$ cat src/rtl/scg_cmd_exec_if.sv
// Bus bundle between the opcode sequencer and the SDRAM command executor.
// SCG_EXEC_ILLEGAL_FLAG_EN adds the err flag to the bundle.
interface scg_cmd_exec_if;
    logic [3:0]  select;
    logic [1:0]  bank;
    logic [11:0] row;
    logic [8:0]  col;
    logic [11:0] mode_word;
    logic        done;
    logic        sd_cs_n;
    logic        sd_ras_n;
    logic        sd_cas_n;
    logic        sd_we_n;
    logic        sd_cke;
    logic [1:0]  sd_ba;
    logic [11:0] sd_addr;
    logic        sd_dqm;
    logic        rd_valid;
    logic        wr_req;
`ifdef SCG_EXEC_ILLEGAL_FLAG_EN
    logic        err;

    modport master (
        output select, bank, row, col, mode_word,
        input  done, sd_cs_n, sd_ras_n, sd_cas_n, sd_we_n, sd_cke,
               sd_ba, sd_addr, sd_dqm, rd_valid, wr_req, err
    );
    modport slave (
        input  select, bank, row, col, mode_word,
        output done, sd_cs_n, sd_ras_n, sd_cas_n, sd_we_n, sd_cke,
               sd_ba, sd_addr, sd_dqm, rd_valid, wr_req, err
    );
`else
    modport master (
        output select, bank, row, col, mode_word,
        input  done, sd_cs_n, sd_ras_n, sd_cas_n, sd_we_n, sd_cke,
               sd_ba, sd_addr, sd_dqm, rd_valid, wr_req
    );
    modport slave (
        input  select, bank, row, col, mode_word,
        output done, sd_cs_n, sd_ras_n, sd_cas_n, sd_we_n, sd_cke,
               sd_ba, sd_addr, sd_dqm, rd_valid, wr_req
    );
`endif
endinterface

$ cat src/rtl/scg_cmd_exec.sv
// SDRAM command executor: drives command pins, times each command, pulses done.
// Define SCG_EXEC_ILLEGAL_FLAG_EN to flag (and drop) illegal codes on err.
module scg_cmd_exec #(
    parameter int unsigned T_RCD     = 2,
    parameter int unsigned T_RP      = 2,
    parameter int unsigned T_RFC     = 7,
    parameter int unsigned T_MRD     = 2,
    parameter int unsigned T_XSR     = 8,
    parameter int unsigned CAS_LAT   = 2,
    parameter int unsigned BURST_LEN = 4
) (
    input logic           clk,
    input logic           n_rst,
    scg_cmd_exec_if.slave io_cmd
);

    function automatic int unsigned max2(input int unsigned a, input int unsigned b);
        return (a > b) ? a : b;
    endfunction

    localparam int unsigned W_MAX = max2(max2(max2(T_RCD, CAS_LAT + BURST_LEN), max2(T_RFC, T_XSR)),
                                         max2(max2(T_RP, T_MRD), max2(CAS_LAT + 1, BURST_LEN)));
    localparam int unsigned CNT_W = ($clog2(W_MAX) > 4) ? $clog2(W_MAX) : 4;

    localparam logic [3:0] SEL_NOP  = 4'd0;
    localparam logic [3:0] SEL_ACT  = 4'd1;
    localparam logic [3:0] SEL_RD1  = 4'd2;
    localparam logic [3:0] SEL_RDB  = 4'd3;
    localparam logic [3:0] SEL_WR1  = 4'd4;
    localparam logic [3:0] SEL_WRB  = 4'd5;
    localparam logic [3:0] SEL_REF  = 4'd6;
    localparam logic [3:0] SEL_SRE  = 4'd7;
    localparam logic [3:0] SEL_SRX  = 4'd8;
    localparam logic [3:0] SEL_PREA = 4'd9;
    localparam logic [3:0] SEL_PREB = 4'd10;
    localparam logic [3:0] SEL_LMR  = 4'd11;

    // {cs_n, ras_n, cas_n, we_n}
    localparam logic [3:0] CMD_DESEL = 4'b1111;
    localparam logic [3:0] CMD_NOP   = 4'b0111;
    localparam logic [3:0] CMD_ACT   = 4'b0011;
    localparam logic [3:0] CMD_RD    = 4'b0101;
    localparam logic [3:0] CMD_WR    = 4'b0100;
    localparam logic [3:0] CMD_REF   = 4'b0001;
    localparam logic [3:0] CMD_PRE   = 4'b0010;
    localparam logic [3:0] CMD_LMR   = 4'b0000;

    typedef enum logic [1:0] {S_IDLE, S_CMD, S_WAIT, S_DONE} state_t;

    // Counter load value is W-1 so the largest W never needs an extra bit.
    function automatic logic [CNT_W-1:0] load_of(input logic [3:0] sel);
        int unsigned w;
        case (sel)
            SEL_ACT:            w = T_RCD;
            SEL_RD1:            w = CAS_LAT + 1;
            SEL_RDB:            w = CAS_LAT + BURST_LEN;
            SEL_WRB:            w = BURST_LEN;
            SEL_REF:            w = T_RFC;
            SEL_SRX:            w = T_XSR;
            SEL_PREA, SEL_PREB: w = T_RP;
            SEL_LMR:            w = T_MRD;
            default:            w = 1;
        endcase
        return CNT_W'(w - 1);
    endfunction

    state_t           r_state;
    logic [CNT_W-1:0] r_cnt;
    logic [3:0]       r_sel;
    logic             r_done;
    logic [3:0]       r_cmd;
    logic             r_cke;
    logic [1:0]       r_ba;
    logic [11:0]      r_addr;
    logic             r_dqm;
    logic             r_rd_valid;
    logic             r_wr_req;

    state_t           w_state_nxt;
    logic [CNT_W-1:0] w_cnt_nxt;
    logic [3:0]       w_sel_nxt;
    logic [3:0]       w_cmd_nxt;
    logic             w_cke_nxt;
    logic [1:0]       w_ba_nxt;
    logic [11:0]      w_addr_nxt;
    logic             w_rd_nxt;
    logic             w_wr_nxt;
    logic             w_illegal;
    logic [CNT_W-1:0] w_beats;
`ifdef SCG_EXEC_ILLEGAL_FLAG_EN
    logic             r_err;
    logic             w_err_nxt;
`endif

    // Next state, counter and registered pin values
    always_comb begin
        w_state_nxt = r_state;
        w_cnt_nxt   = r_cnt;
        w_sel_nxt   = r_sel;
        w_cmd_nxt   = CMD_NOP;
        w_cke_nxt   = r_cke;
        w_ba_nxt    = r_ba;
        w_addr_nxt  = r_addr;
        w_illegal   = 1'b0;
        w_beats     = CNT_W'(1);
        w_rd_nxt    = 1'b0;
        w_wr_nxt    = 1'b0;
`ifdef SCG_EXEC_ILLEGAL_FLAG_EN
        w_err_nxt   = 1'b0;
`endif

        case (r_state)
            S_IDLE: begin
`ifdef SCG_EXEC_ILLEGAL_FLAG_EN
                w_illegal = (io_cmd.select > SEL_LMR) ||
                            (!r_cke && (io_cmd.select != SEL_NOP) && (io_cmd.select != SEL_SRX));
                w_err_nxt = w_illegal;
`else
                w_illegal = (io_cmd.select > SEL_LMR);
`endif
                if ((io_cmd.select != SEL_NOP) && !w_illegal) begin
                    w_state_nxt = S_CMD;
                    w_sel_nxt   = io_cmd.select;
                    case (io_cmd.select)
                        SEL_ACT: begin
                            w_cmd_nxt  = CMD_ACT;
                            w_ba_nxt   = io_cmd.bank;
                            w_addr_nxt = io_cmd.row;
                        end
                        SEL_RD1, SEL_RDB: begin
                            w_cmd_nxt  = CMD_RD;
                            w_ba_nxt   = io_cmd.bank;
                            w_addr_nxt = {3'b000, io_cmd.col};
                        end
                        SEL_WR1, SEL_WRB: begin
                            w_cmd_nxt  = CMD_WR;
                            w_ba_nxt   = io_cmd.bank;
                            w_addr_nxt = {3'b000, io_cmd.col};
                        end
                        SEL_REF: w_cmd_nxt = CMD_REF;
                        SEL_SRE: begin
                            w_cmd_nxt = CMD_REF;
                            w_cke_nxt = 1'b0;
                        end
                        SEL_SRX: w_cke_nxt = 1'b1;
                        SEL_PREA: begin
                            w_cmd_nxt  = CMD_PRE;
                            w_ba_nxt   = io_cmd.bank;
                            w_addr_nxt = 12'h400;
                        end
                        SEL_PREB: begin
                            w_cmd_nxt  = CMD_PRE;
                            w_ba_nxt   = io_cmd.bank;
                            w_addr_nxt = 12'h000;
                        end
                        SEL_LMR: begin
                            w_cmd_nxt  = CMD_LMR;
                            w_ba_nxt   = 2'b00;
                            w_addr_nxt = io_cmd.mode_word;
                        end
                        default: w_cmd_nxt = CMD_NOP;
                    endcase
                end
            end
            S_CMD: begin
                w_cnt_nxt   = load_of(r_sel);
                w_state_nxt = (load_of(r_sel) == CNT_W'(0)) ? S_DONE : S_WAIT;
            end
            S_WAIT: begin
                w_cnt_nxt = r_cnt - CNT_W'(1);
                if (r_cnt == CNT_W'(1)) begin
                    w_state_nxt = S_DONE;
                end
            end
            S_DONE: w_state_nxt = S_IDLE;
            default: w_state_nxt = S_IDLE;
        endcase

        // Read beats occupy the last counter values before done
        if (w_sel_nxt == SEL_RDB) begin
            w_beats = CNT_W'(BURST_LEN);
        end
        w_rd_nxt = (w_state_nxt == S_WAIT) && ((w_sel_nxt == SEL_RD1) || (w_sel_nxt == SEL_RDB)) &&
                   (w_cnt_nxt <= w_beats);
        w_wr_nxt = ((w_state_nxt == S_CMD) || (w_state_nxt == S_WAIT)) &&
                   ((w_sel_nxt == SEL_WR1) || (w_sel_nxt == SEL_WRB));
    end

    always_ff @(posedge clk or negedge n_rst) begin
        if (!n_rst) begin
            r_state    <= S_IDLE;
            r_cnt      <= '0;
            r_sel      <= SEL_NOP;
            r_done     <= 1'b0;
            r_cmd      <= CMD_DESEL;
            r_cke      <= 1'b1;
            r_ba       <= 2'b00;
            r_addr     <= 12'h000;
            r_dqm      <= 1'b1;
            r_rd_valid <= 1'b0;
            r_wr_req   <= 1'b0;
        end else begin
            r_state    <= w_state_nxt;
            r_cnt      <= w_cnt_nxt;
            r_sel      <= w_sel_nxt;
            r_done     <= (w_state_nxt == S_DONE);
            r_cmd      <= w_cmd_nxt;
            r_cke      <= w_cke_nxt;
            r_ba       <= w_ba_nxt;
            r_addr     <= w_addr_nxt;
            r_dqm      <= !(w_rd_nxt || w_wr_nxt);
            r_rd_valid <= w_rd_nxt;
            r_wr_req   <= w_wr_nxt;
        end
    end

`ifdef SCG_EXEC_ILLEGAL_FLAG_EN
    always_ff @(posedge clk or negedge n_rst) begin
        if (!n_rst) begin
            r_err <= 1'b0;
        end else begin
            r_err <= w_err_nxt;
        end
    end

    assign io_cmd.err = r_err;
`endif

    assign io_cmd.done     = r_done;
    assign io_cmd.sd_cs_n  = r_cmd[3];
    assign io_cmd.sd_ras_n = r_cmd[2];
    assign io_cmd.sd_cas_n = r_cmd[1];
    assign io_cmd.sd_we_n  = r_cmd[0];
    assign io_cmd.sd_cke   = r_cke;
    assign io_cmd.sd_ba    = r_ba;
    assign io_cmd.sd_addr  = r_addr;
    assign io_cmd.sd_dqm   = r_dqm;
    assign io_cmd.rd_valid = r_rd_valid;
    assign io_cmd.wr_req   = r_wr_req;

endmodule

$ cat src/flat_wrapper.sv
// flat-port wrapper written by rule: the top's interface ports become plain ports
module scg_cmd_exec_flat 
#(
    parameter int unsigned T_RCD     = 2,
    parameter int unsigned T_RP      = 2,
    parameter int unsigned T_RFC     = 7,
    parameter int unsigned T_MRD     = 2,
    parameter int unsigned T_XSR     = 8,
    parameter int unsigned CAS_LAT   = 2,
    parameter int unsigned BURST_LEN = 4
)
  (clk, n_rst, io_cmd_select, io_cmd_bank, io_cmd_row, io_cmd_col, io_cmd_mode_word, io_cmd_done, io_cmd_sd_cs_n, io_cmd_sd_ras_n, io_cmd_sd_cas_n, io_cmd_sd_we_n, io_cmd_sd_cke, io_cmd_sd_ba, io_cmd_sd_addr, io_cmd_sd_dqm, io_cmd_rd_valid, io_cmd_wr_req);
  scg_cmd_exec_if io_cmd_i ();
  input logic clk;
  input logic n_rst;
  input wire logic [$bits(io_cmd_i.select)-1:0] io_cmd_select;
  input wire logic [$bits(io_cmd_i.bank)-1:0] io_cmd_bank;
  input wire logic [$bits(io_cmd_i.row)-1:0] io_cmd_row;
  input wire logic [$bits(io_cmd_i.col)-1:0] io_cmd_col;
  input wire logic [$bits(io_cmd_i.mode_word)-1:0] io_cmd_mode_word;
  output wire logic [$bits(io_cmd_i.done)-1:0] io_cmd_done;
  output wire logic [$bits(io_cmd_i.sd_cs_n)-1:0] io_cmd_sd_cs_n;
  output wire logic [$bits(io_cmd_i.sd_ras_n)-1:0] io_cmd_sd_ras_n;
  output wire logic [$bits(io_cmd_i.sd_cas_n)-1:0] io_cmd_sd_cas_n;
  output wire logic [$bits(io_cmd_i.sd_we_n)-1:0] io_cmd_sd_we_n;
  output wire logic [$bits(io_cmd_i.sd_cke)-1:0] io_cmd_sd_cke;
  output wire logic [$bits(io_cmd_i.sd_ba)-1:0] io_cmd_sd_ba;
  output wire logic [$bits(io_cmd_i.sd_addr)-1:0] io_cmd_sd_addr;
  output wire logic [$bits(io_cmd_i.sd_dqm)-1:0] io_cmd_sd_dqm;
  output wire logic [$bits(io_cmd_i.rd_valid)-1:0] io_cmd_rd_valid;
  output wire logic [$bits(io_cmd_i.wr_req)-1:0] io_cmd_wr_req;
  assign io_cmd_i.select = io_cmd_select;
  assign io_cmd_i.bank = io_cmd_bank;
  assign io_cmd_i.row = io_cmd_row;
  assign io_cmd_i.col = io_cmd_col;
  assign io_cmd_i.mode_word = io_cmd_mode_word;
  assign io_cmd_done = io_cmd_i.done;
  assign io_cmd_sd_cs_n = io_cmd_i.sd_cs_n;
  assign io_cmd_sd_ras_n = io_cmd_i.sd_ras_n;
  assign io_cmd_sd_cas_n = io_cmd_i.sd_cas_n;
  assign io_cmd_sd_we_n = io_cmd_i.sd_we_n;
  assign io_cmd_sd_cke = io_cmd_i.sd_cke;
  assign io_cmd_sd_ba = io_cmd_i.sd_ba;
  assign io_cmd_sd_addr = io_cmd_i.sd_addr;
  assign io_cmd_sd_dqm = io_cmd_i.sd_dqm;
  assign io_cmd_rd_valid = io_cmd_i.rd_valid;
  assign io_cmd_wr_req = io_cmd_i.wr_req;
  scg_cmd_exec #(.T_RCD(T_RCD), .T_RP(T_RP), .T_RFC(T_RFC), .T_MRD(T_MRD), .T_XSR(T_XSR), .CAS_LAT(CAS_LAT), .BURST_LEN(BURST_LEN)) u_core (.clk(clk), .n_rst(n_rst), .io_cmd(io_cmd_i));
endmodule
$ cat config.mk
export PLATFORM = sky130hd
export DESIGN_NAME = scg_cmd_exec_flat
export DESIGN_NICKNAME = d
export VERILOG_FILES = /design/src/rtl/scg_cmd_exec_if.sv /design/src/rtl/scg_cmd_exec.sv /design/src/flat_wrapper.sv
export SDC_FILE = /design/constraint.sdc
export NUM_CORES = 1
export LEC_CHECK = 0
export CAP_MARGIN = 25
export CORE_MARGIN = 2
export CORE_UTILIZATION = 51
export CTS_BUF_LIST = sky130_fd_sc_hd__clkbuf_4 sky130_fd_sc_hd__clkbuf_8
export DETAILED_ROUTE_END_ITERATION = 16
export GPL_ROUTABILITY_DRIVEN = 0
export MAX_ROUTING_LAYER = met4
export PLACE_DENSITY = 0.87
export SYNTH_ARGS = -nofsm -noshare
export SYNTH_HDL_FRONTEND = slang
export SYNTH_SLANG_ARGS = --single-unit
$ cat constraint.sdc
create_clock -name clk -period 6.1 [get_ports clk]
set_clock_uncertainty 0.1 [all_clocks]
set_input_delay 1.525 -clock clk [delete_from_list [all_inputs] [get_ports clk]]
set_output_delay 1.525 -clock clk [all_outputs]
set_load 0.01 [all_outputs]
==> results.md <==
Timing:
- The number of hold violations in the final report is 0.
- Hold timing on the final database bottoms out at a slack of 0.3888 ns.
- The number of endpoints failing setup at the final stage is 0.
- The setup TNS is 0 ns.
- The max-slew headroom at the worst pin is 0.3227.
- The portion of the clock cycle consumed by the worst path in the final layout is 0.6731.
- The final critical-path setup slack is 1.994 ns.
- Setup repair after global routing left no endpoint under its margin.
- The number of pins with negative max-slew slack in the final report was 0.
- The transition time at the pin with the least slew margin is 1.016 ns.
- The maximum operating frequency is 243.5 MHz.
- After layout, the minimum clock period comes to 4.106 ns.

Layout:
- The total of fill cells in the finished design is ~290.
- At the end of the flow, the number of nets in the layout was 316.
- In the final layout, the multi-input gates occupy 1031 um^2.
- In the final layout, the share of cells above drive strength 1 is 0.09924.
- The post-route cell area is 2694 um^2.
- Registers take 833.3 um^2.
- For this run, the number of standard cells in the final layout without fillers is 310.
- The synthesis-to-layout area growth is 35.92%.
- The number of antenna diodes is 0.
- The utilization of the core after routing is 0.7303.

Worst setup path:
- The largest single stage delay on the critical path is 0.86 ns.
- The worst register-to-register path has a setup slack of between 3 and 4 ns.
- Counting stages on the worst path, the most repeated cell is a21oi_1.
- The type of element capturing the critical path is a flip-flop.
- The slowest library cell on the worst path is clkdlybuf4s50_1.
- The critical path goes through clkdlybuf4s50_1 -> a21boi_2 -> o31ai_1 -> a22o_1 -> nor3b_1 -> nand2_1 -> ha_1 -> a21oi_1 -> a21oi_1 -> nor2b_1 -> and4_1.
- The critical path in this run is classified as input pin to flip-flop.
- At the worst endpoint, the required time is 6.22 ns.
- The critical path data arrival time is 4.23 ns.
- The category of the worst setup path launch point is an input pin.
- In this run the worst path has a maximum fanout of 18.

Synth:
- The synthesized design contains 33 register bits.
- The number of nets in the synthesized netlist is 257.
- Summing every instance area after synthesis gives around 2000 um^2.
- Ranked by total cell area, the synthesized netlist is headed by dfrtp_1, ha_1, dfstp_2.
- The prevailing post-synth register cell is dfrtp_1.
- The netlist uses 51 different library cells.
- The dominant cell type by area after synthesis is dfrtp_1.
- During synthesis, Yosys emitted a total of 0 warnings.
- The fraction of post-synthesis cell area in the top cell type by area is 0.3409.
- The average size of a mapped cell is around 9.8 um^2.
- The post-synthesis instance total is 202.
- The number of enable flip-flop cells after synthesis is 0.
- The fraction of the yosys area taken by sequential cells is 0.4205.
- Of all flip-flops after synthesis, the portion carrying an async set or reset was 1.000.

Place:
- Summing all placed instances gives a cell area of ~2600 um^2.
- The number of I/O port buffers is 63.
- Once placement completed, the tool counted placed cells totaling roughly 300.
- The wire-length estimate of the detail-placed layout is 3813 um.
- OpenSTA, run right after detailed placement, puts the worst setup slack at between 1.5 and 2 ns.

Floorplan:
- The floorplan row count is 22.
- In this run the count of I/O pins placed on the die edge is 64.
- The starting density of the core is 0.5373.
- The die extent in y is 66.34 um.
- The die is 66.34 um wide.
- The core area is roughly 3700 um^2.
- The floorplan step defined a die boundary enclosing 4401 um^2.

Min path:
- The min-delay analysis places its worst path in the category flip-flop to flip-flop.

Route:
- Before antenna repair, the detailed router went through 7 iterations.
- The final wirelength is 5046 um.
- In the routed design, unresolved DRC markers number 0.
- Summing over every cut layer, the via total after detailed routing is 1738.
- In this run the remaining antenna-violating nets after routing total 0.
- The post-detailed-route via-to-cell ratio is between 5 and 6.
- The post-detailed-route wirelength per cell is between 15 and 20 um.
- The detailed router finished its first iteration with 184 violations.

Clock tree:
- Hold repair after CTS inserted 0 buffers.
- The master cell of the clock root buffer is clkbuf_8.
- The number of cells upsized or downsized after cts is 0.
- The clock sink total is 33.
- The later-pin clock latency in the skew report is about 0.28 ns.
- The clock transition at the register clock pins on the worst setup and hold paths after CTS is about 0.070 ns.
- No sink is reached through more buffers than the 2 on the longest clock path.
- TritonCTS built the clock tree.
- The depth of the CTS H-tree is 2.
- The total clock buffers created by CTS is 5.
- The count of buffers added by post-CTS timing repair for setup is 0.

GRT:
- The via count of the first global-routing pass is 1667.
- The global-route congestion overflow total is 0.
- The pin count of the biggest net entering global routing is 29.
- The number of antenna violations at the first check in global routing is 0.
- The global-route wire length before repair is between 8000 and 9000 um.
- The overall routing resource usage is 0.2561.

Pwr:
- The sequential power share is 0.308.
- Of the total power, the share spent switching nets is 0.4182.
- The net switching power is approximately 0.5 mW.
- Internal power comes to 0.7078 mW.
- The static leakage is between 1 and 1.5 nW.
- The power share of the combinational group is 0.559.
- Of the total power, the clock network draws 0.133.
- The total power draw is 1.216 mW.
- The total power divided by cell area is approximately 450 nW/um^2.
- The worst supply voltage drop on vdd is around 260 uV.

Flow run:
- The number of max-cap violations is 0.

Run status:
- The flow ran to the end, and the final reports show no timing, DRC or antenna violations.
critical path: cells and delay by family:
kind / cells / cell delay, ns
buf+inv: 1 / 0.86
simple gates: 4 / 0.83
compound gates: 5 / 0.68
fa+ha+maj: 1 / 0.33
power by group through the flow:
stage	clock network, mW	logic (mW)	registers [mW]
final	0.161	0.680	0.375
after global routing	0.175	0.757	0.385
after CTS	0.165	0.679	0.374
after detailed placement	0	0.675	0.377
after global placement	0	0.643	0.373
after floorplan	0	0.428	0.384
area by class of cell:
class	count	area share
clock buffer	5	0.02555
timing repair buffer	64	0.2369
sequential	33	0.3093
inverter	12	0.01672
tap	48	0.02229
multi-input combinational	145	0.3827
clock inverter	3	0.006503
cells in the mapped netlist (3+ instances only):
master / number
dfstp_2: 6
a222oi_1: 9
o21ai_0: 12
buf_2: 6
ha_1: 14
a22oi_1: 4
o22ai_1: 6
nand2_1: 24
dfrtp_1: 27
a21oi_1: 8
nor2_1: 10
mux2i_1: 4
nor2b_1: 4
inv_1: 12
nand2b_1: 3
a22o_1: 3
o21ai_1: 10
registers in the layout, summed over array words and instances, names as in the netlist:
register,count
u_core.io_cmd.done,1
u_core.io_cmd.sd_dqm,1
u_core.r_cmd,4
u_core.r_state,2
u_core.r_cnt,4
u_core.io_cmd.rd_valid,1
u_core.io_cmd.sd_ba,2
u_core.r_sel,4
u_core.io_cmd.sd_cke,1
u_core.io_cmd.wr_req,1
u_core.io_cmd.sd_addr,12
placed cells by master (no fill, tap or decap), types with 2 or more instances in the layout:
cell type,Yosys,final
nand3b_1,2,2
xnor2_1,2,2
dfrtp_1,27,27
nor2_1,10,10
ha_1,14,14
o21ai_1,10,10
clkdlybuf4s50_1,0,63
a21o_1,2,2
nand2b_1,3,3
o22ai_1,6,6
o31ai_1,2,2
clkinv_2,0,2
inv_1,12,12
nor2b_1,4,4
a22oi_1,4,4
a22o_1,3,3
o21ai_0,12,12
dfstp_2,6,6
clkbuf_8,0,5
a222oi_1,9,9
mux2i_1,4,4
a21oi_1,8,8
nand2_1,24,24
kinds of logic (layout without fill, tap and decap cells):
group,Yosys count,in the layout,share of synthesized area
compound gates,69,69,0.2551
xor+xnor,3,3,0.01326
fa+ha+maj,14,14,0.08838
buf+inv,24,84,0.05934
flops,33,33,0.4205
mux,4,4,0.02020
other cells,1,1,0.001892
simple gates,54,54,0.1414
routing by layer:
layer  part of all wire  up-vias  GRT usage
met5                  0        -          -
li1                   -      855          -
met2               0.51       48     0.3838
met3              0.040       10    0.04940
met1               0.43      825     0.3406
met4              0.023        0     0.1071
worst paths after layout:
path / startpoint / end / cells past startpoint
setup / recovery: io_cmd_select[3] / u_core.io_cmd.rd_valid$_DFF_PN0_ / 11
hold / removal: u_core.io_cmd.sd_addr[10]$_DFFE_PN0P_ / u_core.io_cmd.sd_addr[10]$_DFFE_PN0P_ / 2
setup reg to reg: u_core.r_state[0]$_DFF_PN0_ / u_core.io_cmd.rd_valid$_DFF_PN0_ / 11
hold reg to reg: u_core.io_cmd.sd_addr[10]$_DFFE_PN0P_ / u_core.io_cmd.sd_addr[10]$_DFFE_PN0P_ / 2
max in group asynchronous: n_rst / u_core.io_cmd.sd_cke$_DFFE_PN1P_ / 2
min in group asynchronous: n_rst / u_core.r_cnt[1]$_DFF_PN0_ / 1
No activity file was read; power rests on OpenSTA's default activity.
